$ cat config.mk
export PLATFORM = sky130hd
export DESIGN_NAME = video_scanout
export DESIGN_NICKNAME = d
export VERILOG_FILES = /design/src/rtl/video_scanout.sv
export SDC_FILE = /design/constraint.sdc
export NUM_CORES = 1
export LEC_CHECK = 0
export ABC_AREA = 1
export ABC_CLOCK_PERIOD_IN_PS = 4400
export CORE_MARGIN = 2
export CORE_UTILIZATION = 59
export CTS_BUF_LIST = sky130_fd_sc_hd__clkbuf_4 sky130_fd_sc_hd__clkbuf_8
export DETAILED_ROUTE_END_ITERATION = 8
export PLACE_DENSITY = 0.78
export SLEW_MARGIN = 20
export SYNTH_ARGS = -nofsm -noshare
export SYNTH_HDL_FRONTEND = slang
export SYNTH_SLANG_ARGS = --single-unit
$ cat constraint.sdc
create_clock -name clk -period 4.4 [get_ports clk]
set_input_delay 0.44 -clock clk [delete_from_list [all_inputs] [get_ports clk]]
set_output_delay 0.44 -clock clk [all_outputs]
set_load 0.01 [all_outputs]
$ cat src/rtl/video_scanout.sv
// rtl/video_scanout.sv - VRAM scanout: 640x480 raster timing, scaled VRAM walk, DAC outputs (option: SCANOUT_BORDER_EN)
module video_scanout #(
  parameter int H_VISIBLE = 640,
  parameter int H_FRONT   = 16,
  parameter int H_SYNC    = 96,
  parameter int H_BACK    = 48,
  parameter int V_VISIBLE = 480,
  parameter int V_FRONT   = 10,
  parameter int V_SYNC    = 2,
  parameter int V_BACK    = 33,
  parameter int V_OFFSET  = 80
) (
  input  logic       clk,
  input  logic       reset,
  input  logic       hires,
  output logic [6:0] vram_hpos,
  output logic [5:0] vram_vpos,
  input  logic [1:0] vram_pixelo,
  output logic [1:0] pixel,
  output logic       de,
  output logic       hsync,
  output logic       vsync,
  output logic       frame_start
);

  localparam int H_TOTAL  = H_VISIBLE + H_FRONT + H_SYNC + H_BACK;
  localparam int V_TOTAL  = V_VISIBLE + V_FRONT + V_SYNC + V_BACK;
  localparam int PF_LINES = 320;
  localparam int HW       = $clog2(H_TOTAL);
  localparam int VW       = $clog2(V_TOTAL);

  localparam logic [HW-1:0] C_H_LAST   = HW'(H_TOTAL - 1);
  localparam logic [HW-1:0] C_H_VIS    = HW'(H_VISIBLE);
  localparam logic [HW-1:0] C_HS_START = HW'(H_VISIBLE + H_FRONT);
  localparam logic [HW-1:0] C_HS_END   = HW'(H_VISIBLE + H_FRONT + H_SYNC);
  localparam logic [VW-1:0] C_V_LAST   = VW'(V_TOTAL - 1);
  localparam logic [VW-1:0] C_V_VIS    = VW'(V_VISIBLE);
  localparam logic [VW-1:0] C_VS_START = VW'(V_VISIBLE + V_FRONT);
  localparam logic [VW-1:0] C_VS_END   = VW'(V_VISIBLE + V_FRONT + V_SYNC);
  localparam logic [VW-1:0] C_PF_TOP   = VW'(V_OFFSET);
  localparam logic [VW-1:0] C_PF_END   = VW'(V_OFFSET + PF_LINES);

`ifdef SCANOUT_BORDER_EN
  localparam logic [1:0] C_BORDER = 2'b01;
`else
  localparam logic [1:0] C_BORDER = 2'b00;
`endif

  // raster position and frame mode
  logic [HW-1:0] r_hcount;
  logic [VW-1:0] r_vcount;
  logic          r_hires_q;

  // VRAM cell walk: sub counts pixels within a cell, cell is the VRAM coordinate
  logic [3:0] r_xsub;
  logic [6:0] r_xcell;
  logic [3:0] r_ysub;
  logic [5:0] r_ycell;

  // stage 1: address and raster flags for the position one clock ago
  logic [6:0] r_vram_hpos;
  logic [5:0] r_vram_vpos;
  logic       r_vis1;
  logic       r_pf1;
  logic       r_hs1;
  logic       r_vs1;
  logic       r_frame_start;

  // stage 2: flags lined up with the VRAM read data
  logic r_de;
  logic r_pf2;
  logic r_hsync;
  logic r_vsync;

  logic          w_h_last;
  logic          w_v_last;
  logic [VW-1:0] w_v_next;
  logic          w_origin;
  logic [3:0]    w_sub_last;
  logic          w_in_rows;
  logic          w_vis;
  logic          w_pf;
  logic          w_hs;
  logic          w_vs;
  logic [1:0]    w_pixel;

  assign w_h_last   = (r_hcount == C_H_LAST);
  assign w_v_last   = (r_vcount == C_V_LAST);
  assign w_v_next   = w_v_last ? '0 : r_vcount + VW'(1);
  assign w_origin   = (r_hcount == '0) && (r_vcount == '0);
  // cell is 5 pixels square in hires (128x64), 10 in lores (64x32)
  assign w_sub_last = r_hires_q ? 4'd4 : 4'd9;
  assign w_in_rows  = (r_vcount >= C_PF_TOP) && (r_vcount < C_PF_END);
  assign w_vis      = (r_hcount < C_H_VIS) && (r_vcount < C_V_VIS);
  assign w_pf       = w_vis && w_in_rows;
  assign w_hs       = (r_hcount >= C_HS_START) && (r_hcount < C_HS_END);
  assign w_vs       = (r_vcount >= C_VS_START) && (r_vcount < C_VS_END);

  // horizontal and vertical raster counters
  always_ff @(posedge clk) begin
    if (reset) begin
      r_hcount <= '0;
      r_vcount <= '0;
    end else if (w_h_last) begin
      r_hcount <= '0;
      r_vcount <= w_v_next;
    end else begin
      r_hcount <= r_hcount + HW'(1);
    end
  end

  // display mode is latched once per frame so a mid-frame change cannot tear
  always_ff @(posedge clk) begin
    if (reset) begin
      r_hires_q <= 1'b0;
    end else if (w_origin) begin
      r_hires_q <= hires;
    end
  end

  // column walk restarts every line; xcell past the visible area is never used
  always_ff @(posedge clk) begin
    if (reset || w_h_last) begin
      r_xsub  <= 4'd0;
      r_xcell <= 7'd0;
    end else if (r_xsub == w_sub_last) begin
      r_xsub  <= 4'd0;
      r_xcell <= r_xcell + 7'd1;
    end else begin
      r_xsub  <= r_xsub + 4'd1;
    end
  end

  // row walk restarts at the first playfield line and advances once per playfield line
  always_ff @(posedge clk) begin
    if (reset) begin
      r_ysub  <= 4'd0;
      r_ycell <= 6'd0;
    end else if (w_h_last) begin
      if (w_v_next == C_PF_TOP) begin
        r_ysub  <= 4'd0;
        r_ycell <= 6'd0;
      end else if (w_in_rows) begin
        if (r_ysub == w_sub_last) begin
          r_ysub  <= 4'd0;
          r_ycell <= r_ycell + 6'd1;
        end else begin
          r_ysub  <= r_ysub + 4'd1;
        end
      end
    end
  end

  // stage 1: drive the VRAM address and carry the raster flags alongside it
  always_ff @(posedge clk) begin
    if (reset) begin
      r_vram_hpos   <= 7'd0;
      r_vram_vpos   <= 6'd0;
      r_vis1        <= 1'b0;
      r_pf1         <= 1'b0;
      r_hs1         <= 1'b0;
      r_vs1         <= 1'b0;
      r_frame_start <= 1'b0;
    end else begin
      r_vram_hpos   <= r_xcell;
      r_vram_vpos   <= r_ycell;
      r_vis1        <= w_vis;
      r_pf1         <= w_pf;
      r_hs1         <= w_hs;
      r_vs1         <= w_vs;
      r_frame_start <= w_origin;
    end
  end

  // stage 2: flags arrive together with the VRAM read data
  always_ff @(posedge clk) begin
    if (reset) begin
      r_de    <= 1'b0;
      r_pf2   <= 1'b0;
      r_hsync <= 1'b0;
      r_vsync <= 1'b0;
    end else begin
      r_de    <= r_vis1;
      r_pf2   <= r_pf1;
      r_hsync <= r_hs1;
      r_vsync <= r_vs1;
    end
  end

  // colour select: VRAM data inside the playfield, border elsewhere, black in blanking
  always_comb begin
    w_pixel = 2'b00;
    if (r_de) begin
      w_pixel = r_pf2 ? vram_pixelo : C_BORDER;
    end
  end

  assign vram_hpos   = r_vram_hpos;
  assign vram_vpos   = r_vram_vpos;
  assign pixel       = w_pixel;
  assign de          = r_de;
  assign hsync       = r_hsync;
  assign vsync       = r_vsync;
  assign frame_start = r_frame_start;

endmodule

; ---- Word level (Yosys, flattened, before mapping)
; Index checks and enable logic that the tools add are counted.
[op_classes]
mux = 10
reduce_logical = 15
eq_ne = 5
n_addsub = 6
n_lt_le_gt_ge = 8
[op_table]
columns = op, n
row1 = $lt 10x9->1 const B, 3
row2 = $add 10x1->10 const B, 2
row3 = $eq 10x10->1 const B, 2
row4 = $logic_not 10->1, 2
row5 = $lt 10x10->1 const B, 2
row6 = $mux 6, 3
row7 = $mux 4, 4
row8 = $eq 10x7->1 const B, 1
row9 = $ge 10x10->1 const B, 1
row10 = $ge 10x7->1 const B, 1
row11 = $ge 10x9->1 const B, 1
row12 = $mux 10, 1
row13 = $add 4x1->4 const B, 2
row14 = $eq 4x4->1, 2
row15 = $add 7x1->7 const B, 1
row16 = $add 6x1->6 const B, 1
row17 = $logic_and 1x1->1, 6
row18 = $mux 2, 2
row19 = $reduce_bool 2->1, 2
row20 = $reduce_or 2->1, 2
row21 = $reduce_and 3->1, 1
row22 = $reduce_and 2->1, 1
row23 = $logic_or 1x1->1, 1
[totals]
input_bits = 5
regBits = 64
word_cells = 62
out_inout_bits = 19

; ---- Longest topological paths before layout
; Gate-level depths: netlist (run 1).
[logic_depth]
word_depth = 5
mapped_depth = 15

; ---- Least setup slack after synthesis (run 1)
; No wires, ideal clock.
[synth_path]
kind = register -> register
startpoint = register r_vcount[0]
endpoint = register r_ycell[5]
setup_ns = 0.132
path_slack_ns = 2.658
period_less_slack_ns = 1.742
required_ns = 4.268
n_path_buf = 0
t_arrival_ns = 1.610
stages_incl_launch_ff = 14
cell_sequence = dfxtp_1 inv_1 ha_1 nand3_1 nor2_1 nand2_4 nand2_2 nand3_2 nor2_4 nand2_4 o21ai_4 nand2_2 nand2_1 a21oi_1
[synth_between]
elab_chain_len = 5
word_cells_on_any_way = 11
classes_between = 1 x add/sub / 2 x order compare / 2 x eq/ne / 2 x mux / 4 x reduce/logical
[synth_lines]
columns = item, line
row1 = from (decl), 51  ; logic [VW-1:0] r_vcount;
row2 = from (signal assigned), 106  ; r_vcount <= w_v_next;
row3 = $add 10x1->10 / $eq 10x10->1 (equally long branches), "89, 88"
row4 = $mux 10, 89  ; assign w_v_next = w_v_last ? '0 : r_vcount + VW'(1);
row5 = $eq 10x7->1, 140  ; if (w_v_next == C_PF_TOP) begin
row6 = $reduce_bool 2->1 (no line), n/a
row7 = $reduce_and 3->1 (no line), n/a
row8 = to (signal assigned), 146  ; r_ycell <= r_ycell + 6'd1;
row9 = to (decl), 58  ; logic [5:0] r_ycell;
; Parallel ways exist; a longest one is shown, timed or not.
; A chain may end at the register's enable or synchronous reset.

; ---- Worst setup path in the final report (run 1)
[layout_path]
startpoint = input reset
endpoint = register r_xsub[0]
[layout_between]
elab_chain_len = 2
[layout_lines]
columns = item, line
row1 = from (decl), 14  ; input logic reset,
row2 = $logic_or 1x1->1, 123  ; if (reset || w_h_last) begin
row3 = $reduce_or 2->1 (no line), n/a
row4 = to (signal assigned), 130  ; r_xsub <= r_xsub + 4'd1;
row5 = to (decl), 55  ; logic [3:0] r_xsub;
; Every way passes these cells.

==> results, run 1 <==
- The port buffer count is 23.
- Setup violations remaining at the end of the flow were counted as 0.
- The max-slew violation count is 0.
- The clock network fraction of design power is 0.439.
- Entering global routing, the biggest net connects 30 pins.
- The proportion of synthesized chip area in sequential cells is 0.4427.
- The switching power as a share of total power is 0.2341.
- The analysis attributes to cell leakage a power of 1.267 nW.
- Final hold analysis gives a worst-case slack of 0.4006 ns.
- The final routed DRC violation total is 0.
- The first-pass GRT wire length is 9570 um.
- The hold violation count in the final report came to 0.
- Adding up every negative setup slack in the final design gives 0 ns.
- The final clock skew is 0.007591 ns.
- The area inside the core boundary is 4723 um^2.
- In this run, placement finished with an instance count of 467.
- The number of cell instances on the worst register-to-register path is 13.
- The critical path is of the in2reg type.
- The via count is 2490.
- After the last flow step, the layout net total stands at 424.
- The placed instances occupy a cell area of 3189 um^2.
- The net count after synthesis is 395.
- The switching power of the nets is 264.3 uW.
- No sink is reached through more buffers than the 2 on the longest clock path.
- At the end of routability-driven placement, the weighted congestion stood at 0.8952.
- Global routing finished with a remaining overflow of 0.
- The finished cells cover 3385 um^2.
- Synthesis produced 382 cells.
- Along the worst hold path, the cell count comes to 2.
- The post-CTS setup-driven buffer insertion count is 0.
- The source-to-sink clock delay at the later pin of the worst-skew pair is 0.35 ns.
- The per-cell via count in the routed design is 5.155.
- Internal power comes to 864.7 uW.
- Once detailed placement completed, the half-perimeter wirelength came to 4101 um.
- The count of fill cells added during filler insertion is 388.
- The master cell of the clock root buffer is sky130_fd_sc_hd__clkbuf_8.
- The path class of the tightest hold or removal check is reg2reg.
- Setup repair after global routing left no endpoint under its margin.
- The largest fanout of any net on the critical path is 29.
- The share of power burned in combinational logic is 0.035.
- The sequential group share of total power is 0.526.
- The number of global-route vias before repair is 2235.
- A synthesized cell averages 7.576 um^2.
- The chip height is 74.04 um.
- For this run, the number of Yosys warnings is 0.
- Summing every instance area after synthesis gives 2894 um^2.
- Dividing total power by cell area gives a power density of 333.6 nW/um^2.
- The flow ran to the end, and the final reports show no timing, DRC or antenna violations.
- After synthesis, the netlist uses 33 different library cells.
- In this run the horizontal extent of the chip is 74.04 um.
- At the pin with the least slew margin, the transition time is 0.9858 ns.
- The max capacitance violation total is 0.
- After synthesis the netlist holds a flip-flop and latch count of 64.
- For the worst setup path, the data arrival time is 2.64 ns.
- In the final routed layout, each cell accounts on average for 11.88 um.
- The area added between synthesis and finish is 16.95%.
- The time the worst path needs with I/O delays and setup is 2.401 ns.
- The global-route usage over all layers is 0.2305.
- In this run, post-CTS hold repair placed 0 buffers.
- The number of antenna violations at the first check in global routing is 0.
- The number of cells in the finished layout apart from fillers is 483.
- The total CTS buffers is 9.
- The largest vdd supply drop is 0.0001968 V.
- Static timing analysis puts the maximum clock frequency at 416.5 MHz.
- The fraction of layout instances using a drive strength above 1 is 0.1034.
- The relative slew slack is 0.3407.
- STA puts the critical path data required time at 4.64 ns.
- The die covers 5481 um^2.
- For this configuration, the core starts out at a cell density of 0.6127.
- In this run the number of H-tree levels came out at 3.
- The routed design has 5738 um of wire.
- The share of the core filled with cells in the final layout is 0.7166.
- The first routing iteration left 174 violations.
- The nature of the critical path endpoint is a flip-flop.
- The number of top-level design ports is 24.
- Gates resized during post-CTS repair numbered 0.
- The count of nets left with antenna violations after detail routing is 0.
- The total inserted antenna cells is 0.
- Clock tree synthesis found a total of 64 sinks.
- Before antenna repair, the detailed router went through 4 iterations.
- The number of placement rows is 25.
- Clock-pin slew was measured on the worst setup and hold paths at 0.07 ns.
- Dividing the final minimum period by the clock period gives 0.5456.
- TritonCTS built the clock tree.
- The kind of launch point of the worst setup path is a primary input.
cells by family after synthesis:
family | synth area share
XOR/XNOR | 0.03934
adder cells (fa/ha/maj) | 0.03459
AND/OR/NAND/NOR | 0.2901
flip-flops | 0.4427
buffers and inverters | 0.08560
AO/OA/AOI/OAI | 0.1077
registers in the layout (all words and copies together) (netlist names):
signal and cells:
r_pf1 1, vsync 1, r_ycell 6, r_xcell 7, hsync 1, r_hires_q 1, r_hcount 10, vram_vpos 6
r_hs1 1, r_vis1 1, r_vcount 10, r_xsub 4, frame_start 1, r_pf2 1, de 1, r_ysub 4
r_vs1 1, vram_hpos 7
final timing paths:
kind	from	to	slack (ns)
setup / recovery	reset	r_xsub[0]	2.00
hold / removal	r_vis1	de	0.40
setup reg to reg	r_vcount[1]	r_ycell[4]	2.33
hold reg to reg	r_vis1	de	0.40
layer usage:
layer	vias up	GRT usage	routed length, um
met5	-	0	0
met4	0	0.1232	127
met3	16	0.05556	243
met2	69	0.3780	2672
met1	1112	0.2800	2694
li1	1293	-	-
Yosys cell counts:
cell type	count	area share
sky130_fd_sc_hd__xor2_1	10	0.030
sky130_fd_sc_hd__o21ai_0	10	0.017
sky130_fd_sc_hd__a2111oi_0	2	0.0061
sky130_fd_sc_hd__ha_1	8	0.035
sky130_fd_sc_hd__o32ai_1	1	0.0030
sky130_fd_sc_hd__nand3_2	3	0.010
sky130_fd_sc_hd__nor3_1	4	0.0069
sky130_fd_sc_hd__nor4_2	1	0.0043
sky130_fd_sc_hd__nand2_4	4	0.016
sky130_fd_sc_hd__nor3b_1	1	0.0026
sky130_fd_sc_hd__clkbuf_1	5	0.0065
sky130_fd_sc_hd__o211ai_1	1	0.0026
sky130_fd_sc_hd__nor2_4	1	0.0039
sky130_fd_sc_hd__a211oi_1	2	0.0052
sky130_fd_sc_hd__o21ai_4	1	0.0056
sky130_fd_sc_hd__nand2_1	55	0.071
sky130_fd_sc_hd__nor3_2	1	0.0035
sky130_fd_sc_hd__buf_4	1	0.0026
sky130_fd_sc_hd__o21ai_2	1	0.0030
sky130_fd_sc_hd__nor2_2	5	0.011
sky130_fd_sc_hd__inv_1	56	0.073
sky130_fd_sc_hd__nor2_1	63	0.082
sky130_fd_sc_hd__dfxtp_1	64	0.44
sky130_fd_sc_hd__nand4_1	8	0.017
sky130_fd_sc_hd__nand2_2	6	0.013
sky130_fd_sc_hd__a21oi_1	20	0.035
sky130_fd_sc_hd__nand3b_1	1	0.0026
sky130_fd_sc_hd__o22ai_1	10	0.022
sky130_fd_sc_hd__nand3_1	23	0.040
sky130_fd_sc_hd__xnor2_1	3	0.0091
sky130_fd_sc_hd__o21ai_1	5	0.0086
sky130_fd_sc_hd__nor4_1	3	0.0065
sky130_fd_sc_hd__inv_2	3	0.0039
through the flow:
step                      power, mW  setup WS, ns
final                         1.129         1.999
after global routing          1.169         1.762
after CTS                     1.138         1.997
after detailed placement     0.6468         1.621
after global placement       0.6452         1.721
after floorplan              0.6320         2.658
cells in the final DEF, fill, tap and decap left out, drive strengths merged:
master	count
clkinv	2
nand3	26
a21oi	20
inv	60
clkinvlp	3
nand2	65
nor3	5
o32ai	1
xnor2	3
clkdlybuf4s50	23
xor2	10
nor4	4
nand4	8
o21ai	17
ha	8
nor3b	1
nand3b	1
o211ai	1
dfxtp	64
a2111oi	2
buf	1
clkbuf	9
a211oi	2
o22ai	10
bufinv	1
nor2	69
power groups by stage:
stage / Sequential, mW / Clock [mW] / Combinational (mW)
after floorplan: 0.606 / 0 / 0.0258
after global placement: 0.607 / 0 / 0.0387
after detailed placement: 0.607 / 0 / 0.0398
after CTS: 0.594 / 0.505 / 0.0402
after global routing: 0.594 / 0.529 / 0.0458
final: 0.594 / 0.496 / 0.0397
area by class of cell:
class	count	area, um^2	share of cell area
clock inverters	7	71.32	0.02107
flip-flops and latches	64	1281	0.3786
inverters	59	221.5	0.06543
multi-input cells	253	1365	0.4033
clock buffers	9	123.9	0.03660
well taps	67	83.83	0.02477
repair buffers	24	237.7	0.07024
worst max-delay path: stages:
cell and delay (ns):
sky130_fd_sc_hd__clkdlybuf4s50_1 1.12, sky130_fd_sc_hd__inv_1 0.31, sky130_fd_sc_hd__o21ai_1 0.31, sky130_fd_sc_hd__inv_1 0.22
sky130_fd_sc_hd__nand2_1 0.17, sky130_fd_sc_hd__nor2_1 0.05
(Power assumes the default switching activity.)
==> run 2: changes to the inputs <==
Settings changed: ABC_CLOCK_PERIOD_IN_PS 4400 to 2200, CORE_UTILIZATION 59 to 54, PLACE_DENSITY 0.78 to 0.75.
Clock period 4.4 ns to 2.2 ns, I/O delays scaled along.
==> results, run 2 (same netlist as run 1, synthesis figures left out) <==
- The run finished with clean final reports.
- The post-CTS setup-driven buffer insertion count is 0.
- Using the TritonRoute via totals, the vias-per-cell ratio works out to 5.168.
- In this run the remaining antenna-violating nets after routing total 0.
- The master cell of the clock root buffer is sky130_fd_sc_hd__clkbuf_8.
- The number of global-route vias before repair was 2338.
- The number of hold buffers added after CTS was 0.
- The count of endpoints failing setup in the final report is 0.
- Buffers placed on the I/O ports in this run total 23.
- After clock tree synthesis, the clock-pin slew on the worst setup and hold paths is 0.06 ns.
- The total CTS buffers is 9.
- TritonCTS built the clock tree.
- The post-layout net count is 426.
- In this run the cell area measured after placement is 3208 um^2.
- In this run the worst path has a maximum fanout of 7.
- The total inserted antenna cells is 0.
- The region available for standard cell placement spans 5140 um^2.
- From bottom edge to top edge, the die measures 77.21 um.
- In the finished design, the share of the clock period the worst path needs comes to 0.8752.
- Entering global routing, the biggest net connects 29 pins.
- The max-slew violation count came to 0.
- The clock passes through at most 2 buffers.
- The final estimated routing congestion in global placement is 0.8968.
- The relative slew slack is 0.7038.
- The post-cts gate resize count is 0.
- The post-route setup TNS is 0 ns.
- For this run the aggregate overflow at the end of global routing stands at 0.
- The worst setup path is launched from a flip-flop.
- The initial utilization of the core area, before any placement, comes to 0.5630.
- The area growth from synthesis to layout is 16.95%.
- The largest registers in the layout are r_hcount: 10 flops, r_vcount: 10 flops.
- The hold violation count in the final report was 0.
- The initialized floorplan defines 26 standard-cell rows.
- The arrival time of the worst setup path is 2.14 ns.
- The average wire per cell in the routed design is 11.81 um.
- The number of cells in the finished layout apart from fillers is 487.
- In this run the number of H-tree levels came out at 3.
- Timing would allow up to 519.4 MHz.
- Across all hold checks on the routed design, the worst slack comes to 0.4005 ns.
- The class of the worst hold path is reg2reg.
- By startpoint and endpoint, the worst setup path is classified as reg2reg.
- The detailed router finished its first iteration with 164 violations.
- Once layout is done, the placed cells without fillers occupy 3385 um^2.
- The smallest clock period supported by the final layout is computed as 1.925 ns.
- At the end of the flow the core is filled with cells to 0.6585.
- Dividing total power by cell area gives a power density of 638.1 nW/um^2.
- The routed wire length is 5752 um.
- The die is 77.21 um wide.
- For this run, the detailed router's first-pass iteration total came to 4.
- In this run the count of I/O pins placed on the die edge is 24.
- The tree built by TritonCTS fans out to 64 sinks.
- For the pin with the worst max-slew slack, the measured transition is 0.4403 ns.
- The number of antenna violations at the first check in global routing is 0.
- The fraction of layout instances using a drive strength above 1 is 0.1055.
- The nature of the critical path endpoint is a flip-flop.
- Across the run, the number of max-cap violations was 0.
- In this run, placement finished with an instance count of 472.
- In the layout the commonest cells are sky130_fd_sc_hd__dfxtp_1 (64), sky130_fd_sc_hd__nor2_1 (63), sky130_fd_sc_hd__inv_1 (56).
- Setup repair after global routing left no endpoint under its margin.
- The via count is 2517.
- The die area is 5961 um^2.
- The final clock skew is 0.008190 ns.
- The library cell used most frequently in the layout, excluding fill and tap cells, is sky130_fd_sc_hd__dfxtp_1.
- The largest vdd supply drop is 0.0003837 V.
- The final routed DRC violation total is 0.
- Across every metal layer, demand over resource in global routing totals 0.2103.
- The first global-routing pass estimated 9984 um of wire.
- The later pin in the worst-skew pair is clocked with a latency of 0.34 ns.
- After legalization and detailed placement, the total HPWL measured 4224 um.
- The required time of the critical path is 2.41 ns.
- The analysis attributes to cell leakage a power of 1.277 nW.
## run 2: final timing paths
| kind | cells past startpoint | to | start | slack [ns] |
|---|---|---|---|---|
| setup / recovery | 13 | r_ycell[5] | r_vcount[0] | 0.27 |
| hold / removal | 2 | de | r_vis1 | 0.40 |
| setup reg to reg | 13 | r_ycell[5] | r_vcount[0] | 0.27 |
| hold reg to reg | 2 | de | r_vis1 | 0.40 |
## run 2: report_power, final
part	leakage, nW	switching, mW	internal (mW)
registers	0.518	0.0109	1.18
logic	0.668	0.0492	0.0336
clock network	0.0917	0.418	0.472
## run 2: per-layer routing
layer  vias to the layer above  GRT usage  share of wire
met3                        16    0.04588          0.054
met1                      1128     0.2535           0.43
met5                         -          0              0
li1                       1295          -              -
met2                        78     0.3409           0.49
met4                         0     0.1286          0.027
## run 2: stage by stage
step | worst slack (ns) | power, mW
after floorplan | 0.4579 | 1.264
after global placement | 0.3308 | 1.292
after detailed placement | 0.2899 | 1.297
after CTS | 0.2793 | 2.183
after global routing | 0.08043 | 2.255
final | 0.2746 | 2.160
## run 2: layout make-up
class | instances | area [um^2]
Fill cell | 476 | 1755
Multi-Input combinational cell | 253 | 1365
Sequential cell | 64 | 1281
Clock buffer | 12 | 158.9
Tap cell | 70 | 87.58
Timing Repair Buffer | 26 | 252.7
Inverter | 59 | 221.5
Clock inverter | 3 | 17.52
## run 2: critical path, cell delays in order, from the launching register on
cell                      delay (ns)
sky130_fd_sc_hd__dfxtp_1        0.33
sky130_fd_sc_hd__inv_1          0.11
sky130_fd_sc_hd__ha_1           0.19
sky130_fd_sc_hd__nand3_1        0.08
sky130_fd_sc_hd__nor2_1         0.17
sky130_fd_sc_hd__nand2_4        0.12
sky130_fd_sc_hd__nand2_2        0.10
sky130_fd_sc_hd__nand3_2        0.09
sky130_fd_sc_hd__nor2_4         0.15
sky130_fd_sc_hd__nand2_4        0.09
sky130_fd_sc_hd__o21ai_4        0.10
sky130_fd_sc_hd__nand2_2        0.13
sky130_fd_sc_hd__nand2_1        0.08
sky130_fd_sc_hd__a21oi_1        0.06
==> run 3: changes to the inputs <==
Settings changed: ABC_CLOCK_PERIOD_IN_PS 2200 to 2400, CORE_UTILIZATION 54 to 59, PLACE_DENSITY 0.75 to 0.78.
Clock period 2.2 ns to 2.4 ns, I/O delays scaled along.
==> results, run 3 (same netlist as run 1, synthesis figures left out) <==
- The top cell types in the final layout, fill and taps aside, are sky130_fd_sc_hd__dfxtp_1 (64), sky130_fd_sc_hd__nor2_1 (63), sky130_fd_sc_hd__inv_1 (56).
- In this run the critical register-to-register path is captured at r_ycell[2].
- The flow ran to the end, and the final reports show no timing, DRC or antenna violations.
- Static timing analysis puts the maximum clock frequency at 516.5 MHz.
- The nature of the critical path endpoint is a flip-flop.
- The number of cell instances on the worst register-to-register path is 13.
- The library cell used most frequently in the layout, excluding fill and tap cells, is sky130_fd_sc_hd__dfxtp_1.
- The worst hold path stage count is 2.
- The total inserted antenna cells is 0.
- In the final routed layout, each cell accounts on average for 11.54 um.
- The fraction of layout instances using a drive strength above 1 is 0.1055.
- The floorplan has 25 rows.
- The static leakage is 1.277 nW.
- The final estimated routing congestion in global placement is 0.8874.
- The number of global-route vias before repair is 2212.
- The final clock skew is 0.01041 ns.
- The power density over cell area is 589.2 nW/um^2.
- For this run, design rule violations remaining after detail routing come to 0.
- The hold violation count in the final report is 0.
- The core region is 4723 um^2.
- In the final layout, the registers with the most flip-flops are r_hcount: 10 flops, r_vcount: 10 flops.
- The number of top-level design ports is 24.
- The via count is 2481.
- The first TritonRoute pass finished after 4 iterations.
- The largest fanout of any net on the critical path is 7.
- The time the worst path needs with I/O delays and setup is 1.936 ns.
- The clock transition time at the flip-flop clock pins of the worst setup and hold paths is 0.07 ns.
- The required time of the critical path is 2.62 ns.
- The register-to-register setup slack is 0.46 ns.
- After clock tree synthesis, the flow added hold-fix buffers numbering 0.
- The count of nets left with antenna violations after detail routing is 0.
- The final layout contains routed wiring with a total length of 5584 um.
- The first-pass GRT wire length is 9480 um.
- The startpoint-to-endpoint class of the critical path is reg2reg.
- The post-layout net count is 426.
- The tree is rooted in a sky130_fd_sc_hd__clkbuf_8.
- STA classifies the critical path startpoint as a flip-flop.
- The launch instance of the worst min-delay path is r_pf1.
- Entering global routing, the biggest net connects 29 pins.
- The total CTS buffers is 9.
- After the first detailed-routing iteration, the DRC count stood at 109.
- For hold timing, the worst endpoint is r_pf2.
- The horizontal extent of the die is 74.04 um.
- In the final layout, flip-flops and latches occupy 1281 um^2.
- In the routed layout, each cell is associated on average with a via count of 5.126.
- Setup violations remaining at the end of the flow were counted as 0.
- Once the clock tree was built, the resizer swapped 0 gates to a different size.
- The count of fill cells added during filler insertion is 365.
- Headroom to the max-slew limit came out at 0.7048.
- After layout, the design draws a total of 1.992 mW.
- The startpoint of the lowest-slack register-to-register path is r_vcount[0].
- Of the available clock period, the critical path in the final layout requires 0.8068.
- The worst hold path belongs to the class reg2reg.
- Summed over all failing endpoints, the final setup total negative slack is 0 ns.
- For this run, the total global-route usage over all layers was measured as 0.2280.
- The CTS tree is done.
- The die area is 5481 um^2.
- The source-to-sink clock delay at the later pin of the worst-skew pair is 0.34 ns.
- The arrival time of the worst setup path is 2.16 ns.
- Detailed placement ended at an HPWL of 4052 um.
- The chip height is 74.04 um.
- Max-cap violations in this run came to 0.
- The post-CTS setup-driven buffer insertion count is 0.
- The area growth from synthesis to layout is 16.82%.
- The starting utilization of the core area is 0.6127.
- Clock tree synthesis found a total of 64 sinks.
- Setup repair after global routing left no endpoint under its margin.
- The max-slew violation count is 0.
- The number of antenna violations at the first check in global routing is 0.
- The port buffer count is 23.
- The number of buffers between clock root and the deepest sink is 2.
- In the final layout, the multi-input gates occupy 1365 um^2.
- Global routing finished with a remaining overflow of 0.
- The depth of the CTS H-tree is 3.
- At the pin with the least slew margin, the transition time is 0.4387 ns.
- The largest vdd supply drop is 0.0004548 V.
==> run 3: cell counts in the layout (fill, tap and decap cells not counted) <==
No cell type changed its count.
==> run 3: worst max path at each step <==
| stage | endpoint | from |
|---|---|---|
| 2_1_floorplan | r_ycell[5] | r_vcount[0] |
| 3_3_place_gp | r_ycell[2] | r_vcount[0] |
| 3_5_place_dp | r_ycell[2] | r_vcount[0] |
| 4_1_cts | r_ycell[2] | r_vcount[0] |
| 5_1_grt | r_ycell[4] | r_vcount[0] |
| 6_report | r_ycell[2] | r_vcount[0] |
==> run 3: metal layers <==
metal | vias to the layer above | part of all wire | global-route usage
met5 | - | 0 | 0
met3 | 8 | 0.051 | 0.06911
met4 | 0 | 0.015 | 0.1192
li1 | 1291 | - | -
met2 | 63 | 0.47 | 0.3661
met1 | 1119 | 0.47 | 0.2758
==> run 3: report_power, final <==
group	internal, mW	switching (mW)
sequential	1.08	0.0107
combinational	0.0306	0.0450
clock	0.433	0.394
==> run 3: critical path: stages, from the launching register on <==
cell                      delay [ns]
sky130_fd_sc_hd__dfxtp_1        0.34
sky130_fd_sc_hd__inv_1          0.11
sky130_fd_sc_hd__ha_1           0.20
sky130_fd_sc_hd__nand3_1        0.08
sky130_fd_sc_hd__nor2_1         0.16
sky130_fd_sc_hd__nand2_4        0.12
sky130_fd_sc_hd__nand2_2        0.11
sky130_fd_sc_hd__nand3_2        0.10
sky130_fd_sc_hd__nor2_4         0.14
sky130_fd_sc_hd__nand2_4        0.08
sky130_fd_sc_hd__o21ai_4        0.10
sky130_fd_sc_hd__nand2_2        0.13
sky130_fd_sc_hd__nand2_1        0.09
sky130_fd_sc_hd__a21oi_1        0.06
==> run 3: metrics by stage <==
step | instance area (um^2) | hold WS, ns | util | worst slack [ns] | std cells
6_report | 3381 | 0.4039 | 0.7158 | 0.4638 | 484
5_1_grt | 3381 | 0.4200 | 0.7158 | 0.2494 | 484
4_1_cts | 3381 | 0.4061 | 0.7158 | 0.4805 | 484
3_5_place_dp | 3204 | 0.3975 | 0.6784 | 0.4997 | 469
3_3_place_gp | 3204 | 0.3892 | 0.6784 | 0.5236 | 469
2_1_floorplan | 2894 | 0.3883 | - | 0.6579 | 382
==> run 3: cell type report <==
type	count	area share
flip-flops and latches	64	0.3790
clock inverters	3	0.005181
well taps	67	0.02480
clock buffers	12	0.04700
inverters	59	0.06551
multi-input cells	253	0.4038
repair buffers	26	0.07476
